[src/rtl/regfile_scoreboard_pkg.sv]
// Shared constants and helpers for the RV32I register file slice.
// Imported by the decoder and the register file top.
package regfile_scoreboard_pkg;
   localparam int REG_ADDR_W = 5;
   localparam int NUM_REGS   = 32;
   localparam int XLEN       = 32;
   localparam int X0_IDX     = 0;

   function automatic logic [5:0] popcnt(input logic [NUM_REGS-1:0] v);
      logic [5:0] c;
      c = '0;
      for (int i = 0; i < NUM_REGS; i++)
         c = c + 6'(v[i]);
      return c;
   endfunction
endpackage

[src/rtl/regfile_scoreboard_dec.sv]
// 5-to-32 load-enable decoder: one-hot output when load_enable is high.
// Shared codebase block, also used for the scoreboard set vector.
module DECODER5to32
   import regfile_scoreboard_pkg::*;
(
   input  logic [REG_ADDR_W-1:0] D_addr,
   input  logic                  load_enable,
   output logic [NUM_REGS-1:0]   dec_o
);

   always_comb begin
      dec_o = '0;
      if (load_enable)
         dec_o[D_addr] = 1'b1;
   end

endmodule

[src/rtl/regfile_scoreboard.sv]
// RV32I register file with write-first bypass and a pending-write
// scoreboard that flags long-latency destinations for decode stalls.
module regfile_scoreboard
   import regfile_scoreboard_pkg::*;
#(
   parameter int                DATA_W    = XLEN,
   parameter logic [DATA_W-1:0] RESET_VAL = '0
) (
   input  logic                  clk,
   input  logic                  rst_n,
   input  logic [REG_ADDR_W-1:0] rs1_addr,
   input  logic [REG_ADDR_W-1:0] rs2_addr,
   output logic [DATA_W-1:0]     rs1_data,
   output logic [DATA_W-1:0]     rs2_data,
   input  logic                  wr_en,
   input  logic [REG_ADDR_W-1:0] wr_addr,
   input  logic [DATA_W-1:0]     wr_data,
   input  logic                  issue_valid,
   input  logic [REG_ADDR_W-1:0] issue_rd,
   input  logic                  issue_long,
   output logic                  rs1_busy,
   output logic                  rs2_busy,
   output logic [5:0]            busy_cnt
);

   logic [NUM_REGS-1:0] we;
   logic [NUM_REGS-1:0] set_v;
   logic [NUM_REGS-1:0] busy_q, busy_d;
   logic [5:0]          cnt_q, cnt_d;
   logic [DATA_W-1:0]   regs_q [1:NUM_REGS-1];

   DECODER5to32 u_wr_dec (
      .D_addr      (wr_addr),
      .load_enable (wr_en),
      .dec_o       (we)
   );

   DECODER5to32 u_set_dec (
      .D_addr      (issue_rd),
      .load_enable (issue_valid & issue_long),
      .dec_o       (set_v)
   );

   always_ff @(posedge clk or negedge rst_n) begin
      if (!rst_n) begin
         for (int k = 1; k < NUM_REGS; k++)
            regs_q[k] <= RESET_VAL;
      end else begin
         for (int k = 1; k < NUM_REGS; k++)
            if (we[k])
               regs_q[k] <= wr_data;
      end
   end

   // A new long writer issued in the same cycle as a writeback wins.
   always_comb begin
      busy_d         = (busy_q & ~we) | set_v;
      busy_d[X0_IDX] = 1'b0;
      cnt_d          = popcnt(busy_d);
   end

   always_ff @(posedge clk or negedge rst_n) begin
      if (!rst_n) begin
         busy_q <= '0;
         cnt_q  <= '0;
      end else begin
         busy_q <= busy_d;
         cnt_q  <= cnt_d;
      end
   end

   always_comb begin
      rs1_data = '0;
      if (rs1_addr != REG_ADDR_W'(X0_IDX)) begin
         if (wr_en && wr_addr == rs1_addr)
            rs1_data = wr_data;
         else
            rs1_data = regs_q[rs1_addr];
      end
   end

   always_comb begin
      rs2_data = '0;
      if (rs2_addr != REG_ADDR_W'(X0_IDX)) begin
         if (wr_en && wr_addr == rs2_addr)
            rs2_data = wr_data;
         else
            rs2_data = regs_q[rs2_addr];
      end
   end

   assign rs1_busy = busy_q[rs1_addr] & ~(wr_en & (wr_addr == rs1_addr));
   assign rs2_busy = busy_q[rs2_addr] & ~(wr_en & (wr_addr == rs2_addr));
   assign busy_cnt = cnt_q;

endmodule

[config.mk]
export PLATFORM = sky130hd
export DESIGN_NAME = regfile_scoreboard
export DESIGN_NICKNAME = d
export VERILOG_FILES = /design/src/rtl/regfile_scoreboard_pkg.sv /design/src/rtl/regfile_scoreboard_dec.sv /design/src/rtl/regfile_scoreboard.sv
export SDC_FILE = /design/constraint.sdc
export NUM_CORES = 2
export LEC_CHECK = 0
export BUFFER_PORTS_ARGS = -buffer_cell sky130_fd_sc_hd__buf_2
export CAP_MARGIN = 25
export CORE_UTILIZATION = 56
export DETAILED_ROUTE_END_ITERATION = 6
export PLACE_DENSITY = 0.81
export SLEW_MARGIN = 20
export SYNTH_ARGS = -nofsm -noshare
export SYNTH_HDL_FRONTEND = slang
export SYNTH_HIERARCHICAL = 1
export SYNTH_SLANG_ARGS = --single-unit
export TNS_END_PERCENT = 50
[constraint.sdc]
create_clock -name clk -period 7.3 [get_ports clk]
set_input_delay 0 -clock clk [delete_from_list [all_inputs] [get_ports clk]]
set_output_delay 0 -clock clk [all_outputs]
set_load 0.01 [all_outputs]
==> reports/metrics.csv <==
metric;value;unit
post-cts-setup-buffer-count;0;
use_met1;46.7;%
arrival;6.33;ns
synth_nets;4366;
ys_warn_count;6;
pin_count;129;
die_h;322;um
cts_buffers;106;
htree_levels;3;
dr.pass1.iters;7;
period_share;78.5;%
drt-total-wl;181;mm
vias;40700;
portBuffers;128;
worstMarginPinSlew;1.14;ns
hold_path.class;in -> async;
drive_gt1_share;45.1;%
multi_input_area;29300;um^2
drc;2;
required;7.90;ns
fmax;175;MHz
wl_per_cell;32.1;um
cts_tree;done;
avgSynthCellArea;13.4;um^2
grt_overflow;0;
cellLeakagePower;27.1;nW
path_buf_inv;5;
use_met2;50.9;%
grt_pass1_vias;41700;
syn_area;57300;um^2
final_antenna_net_count;0;
status;finished, violations left;
die_w;322;um
tns;0;ns
cts_buffer_depth;3;
worstSkewPairLatency;0.69;ns
rsz0062_at_grt;false;
finalSetupViolCount;0;
antenna_found_initial;8;
violations;design-rule violations, negative hold slack;
slew_headroom;24.2;%
grt_use_total;34.9;%
holdWs;-0.0106;ns
start_util;56.8;%
path_class;in -> reg;
rows;116;
critPathMaxStageDelay;0.57;ns
path_cells;dlygate4sd3_1, buf_2, or2_2, nor2_1, dlygate4sd3_1, a21o_1, fa_1, inv_1, fa_1, fa_1, fa_1, inv_1, fa_1, fa_1, fa_1, fa_1, a21o_1, a21oi_1, xnor2_1;
top_usage_layer;met2;
syn_to_final_growth;9.02;%
critPathMaxFanout;7;
gp_congestion;0.888;
finalHoldViolations;3;
place_hpwl;99.7;mm
core_area;101000;um^2
avgViaCountPerCell;7.23;
min_period;5.73;ns
clock_sinks;1029;
max_cap_violations;0;
cts-root-buf;clkbuf_16;
synthCells;4279;
crit_slowest_cell;dlygate4sd3_1;
die-area;104000;um^2
cpLargestDelayFamily;adder cells;
crit_path_end_kind;flip-flop;
slew_violations;0;
placedCellCount;5385;
power-per-cell-area;285;nW/um^2
ir_worst_vdd;854;uV
total_power;0.0178;W
fillers;7393;
final_net_count;4268;
grt_use_met3;12.0;%
cp-start-kind;primary input;
final_cells;5628;
drt_iter0_markers;5572;
grt_pass1_wl;269;mm
clkSlewWorstSetupHoldPaths;0.06;ns
crit_path_frequent_cell;fa_1;
finClkSkew;0.00631;ns
grt_max_degree;167;
final-seq-area;25700;um^2
power by group:
| group | total (W) | switching (W) | internal, W |
|---|---|---|---|
| Clock | 0.00541 | 0.00235 | 0.00307 |
| Sequential | 0.00771 | 0.000854 | 0.00686 |
| Combinational | 0.00469 | 0.00217 | 0.00251 |
layout make-up:
class	count	area share, %
Antenna cell	9	0.0361
Clock buffer	155	5.01
Clock inverter	34	0.483
Inverter	61	0.367
Multi-Input combinational cell	2712	46.9
Sequential cell	1029	41.3
Tap cell	1357	2.72
Timing Repair Buffer	271	3.23
worst min-delay path, stage by stage:
cell           delay (ns)
dlygate4sd3_1        0.56
buf_8                0.19
buf_16               0.34
metal layers:
metal / vias to the layer above / part of all wire (%)
li1: 16000 / -
met1: 21100 / 38
met3: 672 / 13
met2: 2964 / 44
met5: - / 0.044
met4: 8 / 5.1
repair_timing:
item | CTS | global route
endpoints found under the setup margin | 0 | 0
hold endpoints to repair | 1116 | 0
gates resized for setup | 0 | 0
hold buffers | 45 | 0
per-stage QoR:
stage	utilization [%]	setup WS [ns]	hold slack, ns	area, um^2
after floorplan	-	1.38	-0.296	57300
after global placement	58.1	1.44	0.0563	58500
after detailed placement	58.1	1.36	0.0654	58500
after CTS	61.9	1.61	0.0164	62400
after global routing	61.9	1.33	0.0139	62400
final	62.0	1.57	-0.0106	62400
cells in the final DEF, fill, tap and decap left out, types with 44 or more instances in the layout:
cell / instances
mux2i_1: 246
mux4_2: 283
a221oi_1: 48
mux2_2: 1191
buf_2: 120
inv_1: 60
o21ai_0: 99
dlygate4sd3_1: 44
dfrtp_1: 1029
a22oi_1: 69
a22o_1: 71
nor2_1: 126
o22ai_1: 64
buf_4: 91
clkbuf_16: 108
o211ai_1: 78
state kept, by name (all words and copies together), names as in the netlist:
name	cells
regs_q	992
busy_q	31
busy_cnt	6
path summary, 6_finish.rpt:
check,endpoint,from,cells after the start,slack (ns)
setup / recovery,busy_cnt[4]$_DFF_PN0_,issue_rd[1],19,1.57
hold / removal,regs_q[198]$_DFFE_PN0P_,rst_n,3,-0.01
setup reg to reg,busy_cnt[4]$_DFF_PN0_,busy_q[6]$_DFF_PN0_,16,2.03
hold reg to reg,regs_q[804]$_DFFE_PN0P_,regs_q[804]$_DFFE_PN0P_,1,0.52
max in group asynchronous,regs_q[60]$_DFFE_PN0P_,rst_n,4,5.88
min in group clk,busy_q[15]$_DFF_PN0_,issue_long,5,0.09
Note: power is estimated with default switching activity, not from simulation.
